`src/rtl/fnd_scan_controller_pkg.sv`:
```
// Shared types and constants for the 4-digit FND scan controller.
package fnd_pkg;

  localparam int unsigned FND_DIGITS = 4;
  localparam int unsigned BCD_W      = 4;

  typedef enum logic [1:0] {
    S_OFF,
    S_BLANK,
    S_SHOW
  } fnd_state_e;

  function automatic logic [BCD_W-1:0] digit_nibble(
    input logic [FND_DIGITS*BCD_W-1:0] bcd,
    input logic [1:0]                  idx
  );
    return bcd[idx*BCD_W +: BCD_W];
  endfunction

endpackage

```
`src/rtl/fnd_scan_controller_if.sv`:
```
// Display-data and digit-drive signals between host, scan controller and FND decoder.
interface fnd_scan_controller_if;
  import fnd_pkg::*;

  logic                          i_en;
  logic [FND_DIGITS*BCD_W-1:0]   i_bcd;
  logic [FND_DIGITS-1:0]         i_dp;
  logic                          i_blankLeadingZero;

  logic [1:0]                    o_digitSelect;
  logic                          o_en;
  logic [BCD_W-1:0]              o_bcd;
  logic                          o_dp;
  logic                          o_scanTick;

  // Scan controller side: consumes display data, drives the decoder.
  modport master (
    input  i_en, i_bcd, i_dp, i_blankLeadingZero,
    output o_digitSelect, o_en, o_bcd, o_dp, o_scanTick
  );

  // Host / decoder side.
  modport slave (
    output i_en, i_bcd, i_dp, i_blankLeadingZero,
    input  o_digitSelect, o_en, o_bcd, o_dp, o_scanTick
  );

endinterface

```
`src/rtl/fnd_scan_controller_lz_mask.sv`:
```
// Leading-zero suppress mask: bit k set when digits 3..k are all zero (digit 0 never).
module fnd_lz_mask
  import fnd_pkg::*;
(
  input  logic [FND_DIGITS*BCD_W-1:0] bcd,
  output logic [FND_DIGITS-1:0]       mask
);

  logic zero_run;

  always_comb begin
    mask     = '0;
    zero_run = 1'b1;
    for (int unsigned k = FND_DIGITS-1; k >= 1; k--) begin
      zero_run = zero_run && (bcd[k*BCD_W +: BCD_W] == '0);
      mask[k]  = zero_run;
    end
  end

endmodule

```
`src/rtl/fnd_scan_controller.sv`:
```
// Time-multiplexed 4-digit FND scan driver with blank gap, leading-zero
// suppression and once-per-frame snapshot of the display value.
module fnd_scan_controller
  import fnd_pkg::*;
#(
  parameter int unsigned TICK_DIV     = 100000,
  parameter int unsigned BLANK_CYCLES = 1000
) (
  input  logic                  i_clk,
  input  logic                  i_reset,
  fnd_scan_controller_if.master bus
);

  localparam int unsigned CNT_W = $clog2(TICK_DIV);
  localparam logic [CNT_W-1:0] BLANK_LAST = CNT_W'(BLANK_CYCLES - 1);
  localparam logic [CNT_W-1:0] SHOW_LAST  = CNT_W'(TICK_DIV - BLANK_CYCLES - 1);

  fnd_state_e                  state_q, state_n;
  logic [CNT_W-1:0]            cnt_q, cnt_n;
  logic [1:0]                  digit_q, digit_n;
  logic [FND_DIGITS*BCD_W-1:0] shadow_bcd_q, shadow_bcd_n;
  logic [FND_DIGITS-1:0]       shadow_dp_q, shadow_dp_n;
  logic [FND_DIGITS-1:0]       lz_mask_n;

  fnd_lz_mask u_lz_mask (
    .bcd  (shadow_bcd_n),
    .mask (lz_mask_n)
  );

  always_comb begin
    state_n      = state_q;
    cnt_n        = cnt_q;
    digit_n      = digit_q;
    shadow_bcd_n = shadow_bcd_q;
    shadow_dp_n  = shadow_dp_q;
    if (!bus.i_en) begin
      state_n = S_OFF;
      cnt_n   = '0;
      digit_n = '0;
    end else begin
      unique case (state_q)
        S_OFF: begin
          state_n = S_BLANK;
          cnt_n   = '0;
          digit_n = '0;
        end
        S_BLANK: begin
          // Snapshot once per frame, at the end of digit 0's first blank cycle.
          if (digit_q == '0 && cnt_q == '0) begin
            shadow_bcd_n = bus.i_bcd;
            shadow_dp_n  = bus.i_dp;
          end
          if (cnt_q == BLANK_LAST) begin
            state_n = S_SHOW;
            cnt_n   = '0;
          end else begin
            cnt_n = cnt_q + 1'b1;
          end
        end
        S_SHOW: begin
          if (cnt_q == SHOW_LAST) begin
            state_n = S_BLANK;
            cnt_n   = '0;
            digit_n = digit_q + 1'b1;
          end else begin
            cnt_n = cnt_q + 1'b1;
          end
        end
        default: begin
          state_n = S_OFF;
          cnt_n   = '0;
          digit_n = '0;
        end
      endcase
    end
  end

  // Outputs are loaded from next-state values so each output cycle matches
  // the state/counter held in that same cycle.
  always_ff @(posedge i_clk) begin
    if (i_reset) begin
      state_q           <= S_BLANK;
      cnt_q             <= '0;
      digit_q           <= '0;
      shadow_bcd_q      <= '0;
      shadow_dp_q       <= '0;
      bus.o_digitSelect <= '0;
      bus.o_en          <= 1'b0;
      bus.o_bcd         <= '0;
      bus.o_dp          <= 1'b0;
      bus.o_scanTick    <= 1'b0;
    end else begin
      state_q           <= state_n;
      cnt_q             <= cnt_n;
      digit_q           <= digit_n;
      shadow_bcd_q      <= shadow_bcd_n;
      shadow_dp_q       <= shadow_dp_n;
      bus.o_digitSelect <= digit_n;
      bus.o_en          <= (state_n == S_SHOW) &&
                           !(bus.i_blankLeadingZero && lz_mask_n[digit_n]);
      bus.o_bcd         <= (state_n == S_OFF) ? '0 : digit_nibble(shadow_bcd_n, digit_n);
      bus.o_dp          <= (state_n != S_OFF) && shadow_dp_n[digit_n];
      bus.o_scanTick    <= (state_n == S_SHOW) && (digit_n == 2'd3) && (cnt_n == SHOW_LAST);
    end
  end

endmodule

```
`src/flat_wrapper.sv`:
```
// flat-port wrapper written by rule: the top's interface ports become plain ports
module fnd_scan_controller_flat import fnd_pkg::*;
#(
  parameter int unsigned TICK_DIV     = 100000,
  parameter int unsigned BLANK_CYCLES = 1000
)
  (i_clk, i_reset, bus_i_en, bus_i_bcd, bus_i_dp, bus_i_blankLeadingZero, bus_o_digitSelect, bus_o_en, bus_o_bcd, bus_o_dp, bus_o_scanTick);
  fnd_scan_controller_if bus_i ();
  input  logic i_clk;
  input  logic i_reset;
  input wire logic [$bits(bus_i.i_en)-1:0] bus_i_en;
  input wire logic [$bits(bus_i.i_bcd)-1:0] bus_i_bcd;
  input wire logic [$bits(bus_i.i_dp)-1:0] bus_i_dp;
  input wire logic [$bits(bus_i.i_blankLeadingZero)-1:0] bus_i_blankLeadingZero;
  output wire logic [$bits(bus_i.o_digitSelect)-1:0] bus_o_digitSelect;
  output wire logic [$bits(bus_i.o_en)-1:0] bus_o_en;
  output wire logic [$bits(bus_i.o_bcd)-1:0] bus_o_bcd;
  output wire logic [$bits(bus_i.o_dp)-1:0] bus_o_dp;
  output wire logic [$bits(bus_i.o_scanTick)-1:0] bus_o_scanTick;
  assign bus_i.i_en = bus_i_en;
  assign bus_i.i_bcd = bus_i_bcd;
  assign bus_i.i_dp = bus_i_dp;
  assign bus_i.i_blankLeadingZero = bus_i_blankLeadingZero;
  assign bus_o_digitSelect = bus_i.o_digitSelect;
  assign bus_o_en = bus_i.o_en;
  assign bus_o_bcd = bus_i.o_bcd;
  assign bus_o_dp = bus_i.o_dp;
  assign bus_o_scanTick = bus_i.o_scanTick;
  fnd_scan_controller #(.TICK_DIV(TICK_DIV), .BLANK_CYCLES(BLANK_CYCLES)) u_core (.i_clk(i_clk), .i_reset(i_reset), .bus(bus_i));
endmodule
```
`config.mk`:
```
export PLATFORM = sky130hd
export DESIGN_NAME = fnd_scan_controller_flat
export DESIGN_NICKNAME = d
export VERILOG_FILES = /design/src/rtl/fnd_scan_controller_pkg.sv /design/src/rtl/fnd_scan_controller_if.sv /design/src/rtl/fnd_scan_controller_lz_mask.sv /design/src/rtl/fnd_scan_controller.sv /design/src/flat_wrapper.sv
export SDC_FILE = /design/constraint.sdc
export NUM_CORES = 1
export LEC_CHECK = 0
export ABC_AREA = 1
export CAP_MARGIN = 30
export CORE_AREA = 2 2 59 116
export CTS_CLUSTER_DIAMETER = 30
export DETAILED_ROUTE_END_ITERATION = 10
export DIE_AREA = 0 0 61 118
export GPL_ROUTABILITY_DRIVEN = 0
export MAX_ROUTING_LAYER = met4
export PLACE_DENSITY = 0.75
export SLEW_MARGIN = 10
export SYNTH_ARGS = -nofsm -noshare
export SYNTH_HDL_FRONTEND = slang
export SYNTH_SLANG_ARGS = --single-unit
```
`constraint.sdc`:
```
create_clock -name i_clk -period 5.3 [get_ports i_clk]
set_clock_uncertainty 0.15 [all_clocks]
set_input_delay 1.325 -clock i_clk [delete_from_list [all_inputs] [get_ports i_clk]]
set_output_delay 1.325 -clock i_clk [all_outputs]
set_load 0.005 [all_outputs]
```
==> impl_metrics.env <==
export IMPL_status="complete, no violations"
export IMPL_worst_setup_path_type="in -> reg"
export IMPL_fillers=651
export IMPL_avgSynthCellArea_um2=6.68
export IMPL_clock_sinks=48
export IMPL_postRouteAntennaNets=0
export IMPL_p_switching_w=0.000210
export IMPL_worst_slew_pin_slew_ns=0.458
export IMPL_dp_slack_ns=1.51
export IMPL_grt_pass1_vias=2649
export IMPL_relSlewSlack_pct=69.4
export IMPL_p_sw_share_pct=24.6
export IMPL_fin_ws_ns=1.77
export IMPL_cts_buffers=5
export IMPL_synth_warnings=0
export IMPL_reg2reg_slack_ns=2.83
export IMPL_syn_nets=440
export IMPL_worst_ep_arrival_time_ns=3.57
export IMPL_antenna_found_initial=0
export IMPL_dp_hpwl_um=5500
export IMPL_maxSlewViolCount=0
export IMPL_p_int_w=0.000644
export IMPL_cp_max_fo=35
export IMPL_areaGrowthSynthToFinish_pct=19.8
export IMPL_clockBufferDepth=2
export IMPL_start_util_pct=43.3
export IMPL_post_cts_repair_setup_buffers=0
export IMPL_synth_most_common_cell="nand2_1"
export IMPL_fin_crit_sh_pct=66.5
export IMPL_tns_ns=0
export IMPL_grt_max_degree=36
export IMPL_min_period_ns=3.53
export IMPL_port_buffers=32
export IMPL_chipWidth_um=61
export IMPL_grt_pass1_wl_um=11400
export IMPL_cp_end_kind="flop"
export IMPL_synth_seq_area_share_pct=35.1
export IMPL_critPathLaunchType="input pin"
export IMPL_cts_htree_levels=2
export IMPL_drive_gt1_share_pct=9.07
export IMPL_p_per_area_nw_per_um2=261
export IMPL_viasPerCell=5.03
export IMPL_ys_top_cells_by_count="nand2_1 (92), nor2_1 (65), inv_1 (64)"
export IMPL_finalWirelength_um=7060
export IMPL_die_height_um=118
export IMPL_clockRootBuffer="clkbuf_16"
export IMPL_power_total_w=0.000853
export IMPL_die_area_um2=7200
export IMPL_post_cts_resized=0
export IMPL_synth_edf_count=0
export IMPL_crit_required_ns=5.34
export IMPL_drt_wirelength_per_cell_um=13.4
export IMPL_postSynthCellCount=409
export IMPL_grt_ovfl_total=0
export IMPL_p_comb_share_pct=13.0
export IMPL_yosys_area_top_type="dfxtp_1"
export IMPL_hold_class="reg -> reg"
export IMPL_ctsHoldBuffers=0
export IMPL_drc=0
export IMPL_power_frac_seq_pct=44.7
export IMPL_power_frac_clock_pct=42.3
export IMPL_cp_slowest_cell="clkdlybuf4s50_1"
export IMPL_clock_latency_ns=0.29
export IMPL_ys_ff_latch=48
export IMPL_rsz0062_at_grt="false"
export IMPL_coreArea_um2=6310
export IMPL_crit_chain="clkdlybuf4s50_1, nand3_1, nor2_4, nand3_4, o21ai_1, and2_1, nand2_1, nand2_1, nand3_1, nand2_1, inv_1"
export IMPL_clk_transition_reported_paths_ns=0.07
export IMPL_ys_types=34
export IMPL_row_count=41
export IMPL_n_antenna_cell=0
export IMPL_synth_area_top_cells="dfxtp_1 (35%), nand2_1 (13%), nor2_1 (8.9%), inv_1 (8.8%), nand3_1 (6.0%)"
export IMPL_nets=471
export IMPL_mappedNetlistArea_um2=2730
export IMPL_cap_violations=0
export IMPL_vdd_drop_max_uv=139
export IMPL_cts_tree="built"
export IMPL_setup_viol=0
export IMPL_ys_async_sr_fraction_pct=0
export IMPL_netlist_area_leader_share_pct=35.1
export IMPL_cp_common_cell="nand2_1"
export IMPL_track_usage_pct=21.6
export IMPL_fmax_ghz=0.284
export IMPL_critPathMaxStageDelay_ns=0.75
export IMPL_ys_flop_type="dfxtp_1"
export IMPL_leakagePower_nw=1.44
export IMPL_initialDrtViolationCount=160
export IMPL_drtPass1Iterations=4
export IMPL_dr_total_vias=2653
export IMPL_io_pins=33
export IMPL_hold_viol=0
## per-stage QoR
step	cell area [µm²]	hold slack [ns]	utilization [%]	std cells
final	3270	0.319	51.9	527
after global routing	3270	0.375	51.9	527
after CTS	3270	0.328	51.9	527
after detailed placement	3110	0.313	49.2	519
after global placement	3110	0.292	49.2	519
after floorplan	2730	0.280	-	409
## flip-flops by register name, summed over array words and instances (netlist names)
register and count:
u_core.bus.o_en 1, u_core.shadow_bcd_q 16, u_core.shadow_dp_q 4, u_core.state_q 2, u_core.cnt_q 17, u_core.digit_q 2
u_core.bus.o_dp 1, u_core.bus.o_scanTick 1, u_core.bus.o_bcd 4
## placed cells by master (no fill, tap or decap)
| master | count |
|---|---|
| nor2_1 | 65 |
| bufinv_16 | 1 |
| nor2_4 | 6 |
| o21ai_0 | 5 |
| ha_1 | 7 |
| clkinvlp_4 | 1 |
| nand4_2 | 1 |
| nor2_2 | 5 |
| nand2_1 | 92 |
| nor4_1 | 1 |
| clkdlybuf4s50_1 | 32 |
| clkinv_2 | 2 |
| inv_1 | 64 |
| a21oi_1 | 7 |
| nand3b_1 | 3 |
| xor2_1 | 6 |
| o21ai_1 | 6 |
| nand3_2 | 3 |
| nand3_1 | 33 |
| nor3_1 | 9 |
| o21ai_2 | 5 |
| clkbuf_16 | 5 |
| nand2_2 | 3 |
| buf_4 | 1 |
| and2_1 | 1 |
| clkinv_1 | 1 |
| o21bai_1 | 1 |
| nand3_4 | 1 |
| dfxtp_1 | 48 |
| o22ai_1 | 1 |
| inv_2 | 4 |
| a21oi_4 | 1 |
| nand4_1 | 19 |
| nand2_4 | 1 |
## cell families (layout without fill, tap and decap cells)
family	count (synthesis)	after routing	share of synthesized area, %
flip-flops	48	48	35.1
XOR/XNOR	6	6	1.92
buffers and inverters	79	111	11.9
AO/OA/AOI/OAI	26	26	6.00
adder cells (fa/ha/maj)	7	7	3.20
AND/OR/NAND/NOR	243	243	41.8
## layout make-up
| class | count | area [µm²] | area share [%] |
|---|---|---|---|
| clock buffer | 5 | 125 | 3.82 |
| clock inverter | 3 | 42.5 | 1.30 |
| inverter | 70 | 264 | 8.06 |
| multi-input combinational | 282 | 1450 | 44.2 |
| sequential | 48 | 961 | 29.3 |
| tap | 86 | 108 | 3.29 |
| timing repair buffer | 33 | 328 | 10.0 |
## routing by layer
metal / share of wire (%) / vias up / global-route usage, %
li1: - / 1343 / -
met1: 34 / 1211 / 18.5
met2: 57 / 65 / 39.7
met3: 3.0 / 34 / 3.19
met4: 6.2 / 0 / 14.4
met5: 0 / - / -
## critical path: cells and delay by family
| kind | cells | cell delay (ns) |
|---|---|---|
| compound gates | 1 | 0.30 |
| buf+inv | 2 | 0.79 |
| simple gates | 8 | 1.14 |
## path summary, 6_finish.rpt
check,from,depth (start not counted),endpoint
worst max-delay path,bus_i_en,11,u_core.bus.o_en
worst min-delay path,u_core.cnt_q[0],1,u_core.cnt_q[0]
worst min register to register,u_core.cnt_q[0],1,u_core.cnt_q[0]
worst max register to register,u_core.cnt_q[0],12,u_core.cnt_q[2]
## power by group through the flow
stage                     Combinational, W  Sequential, W  Clock (W)
after floorplan                  0.0000751       0.000389          0
after global placement            0.000110       0.000389          0
after detailed placement          0.000111       0.000390          0
after CTS                         0.000112       0.000382   0.000366
after global routing              0.000125       0.000383   0.000382
final                             0.000111       0.000382   0.000361
(Power assumes the default switching activity.)
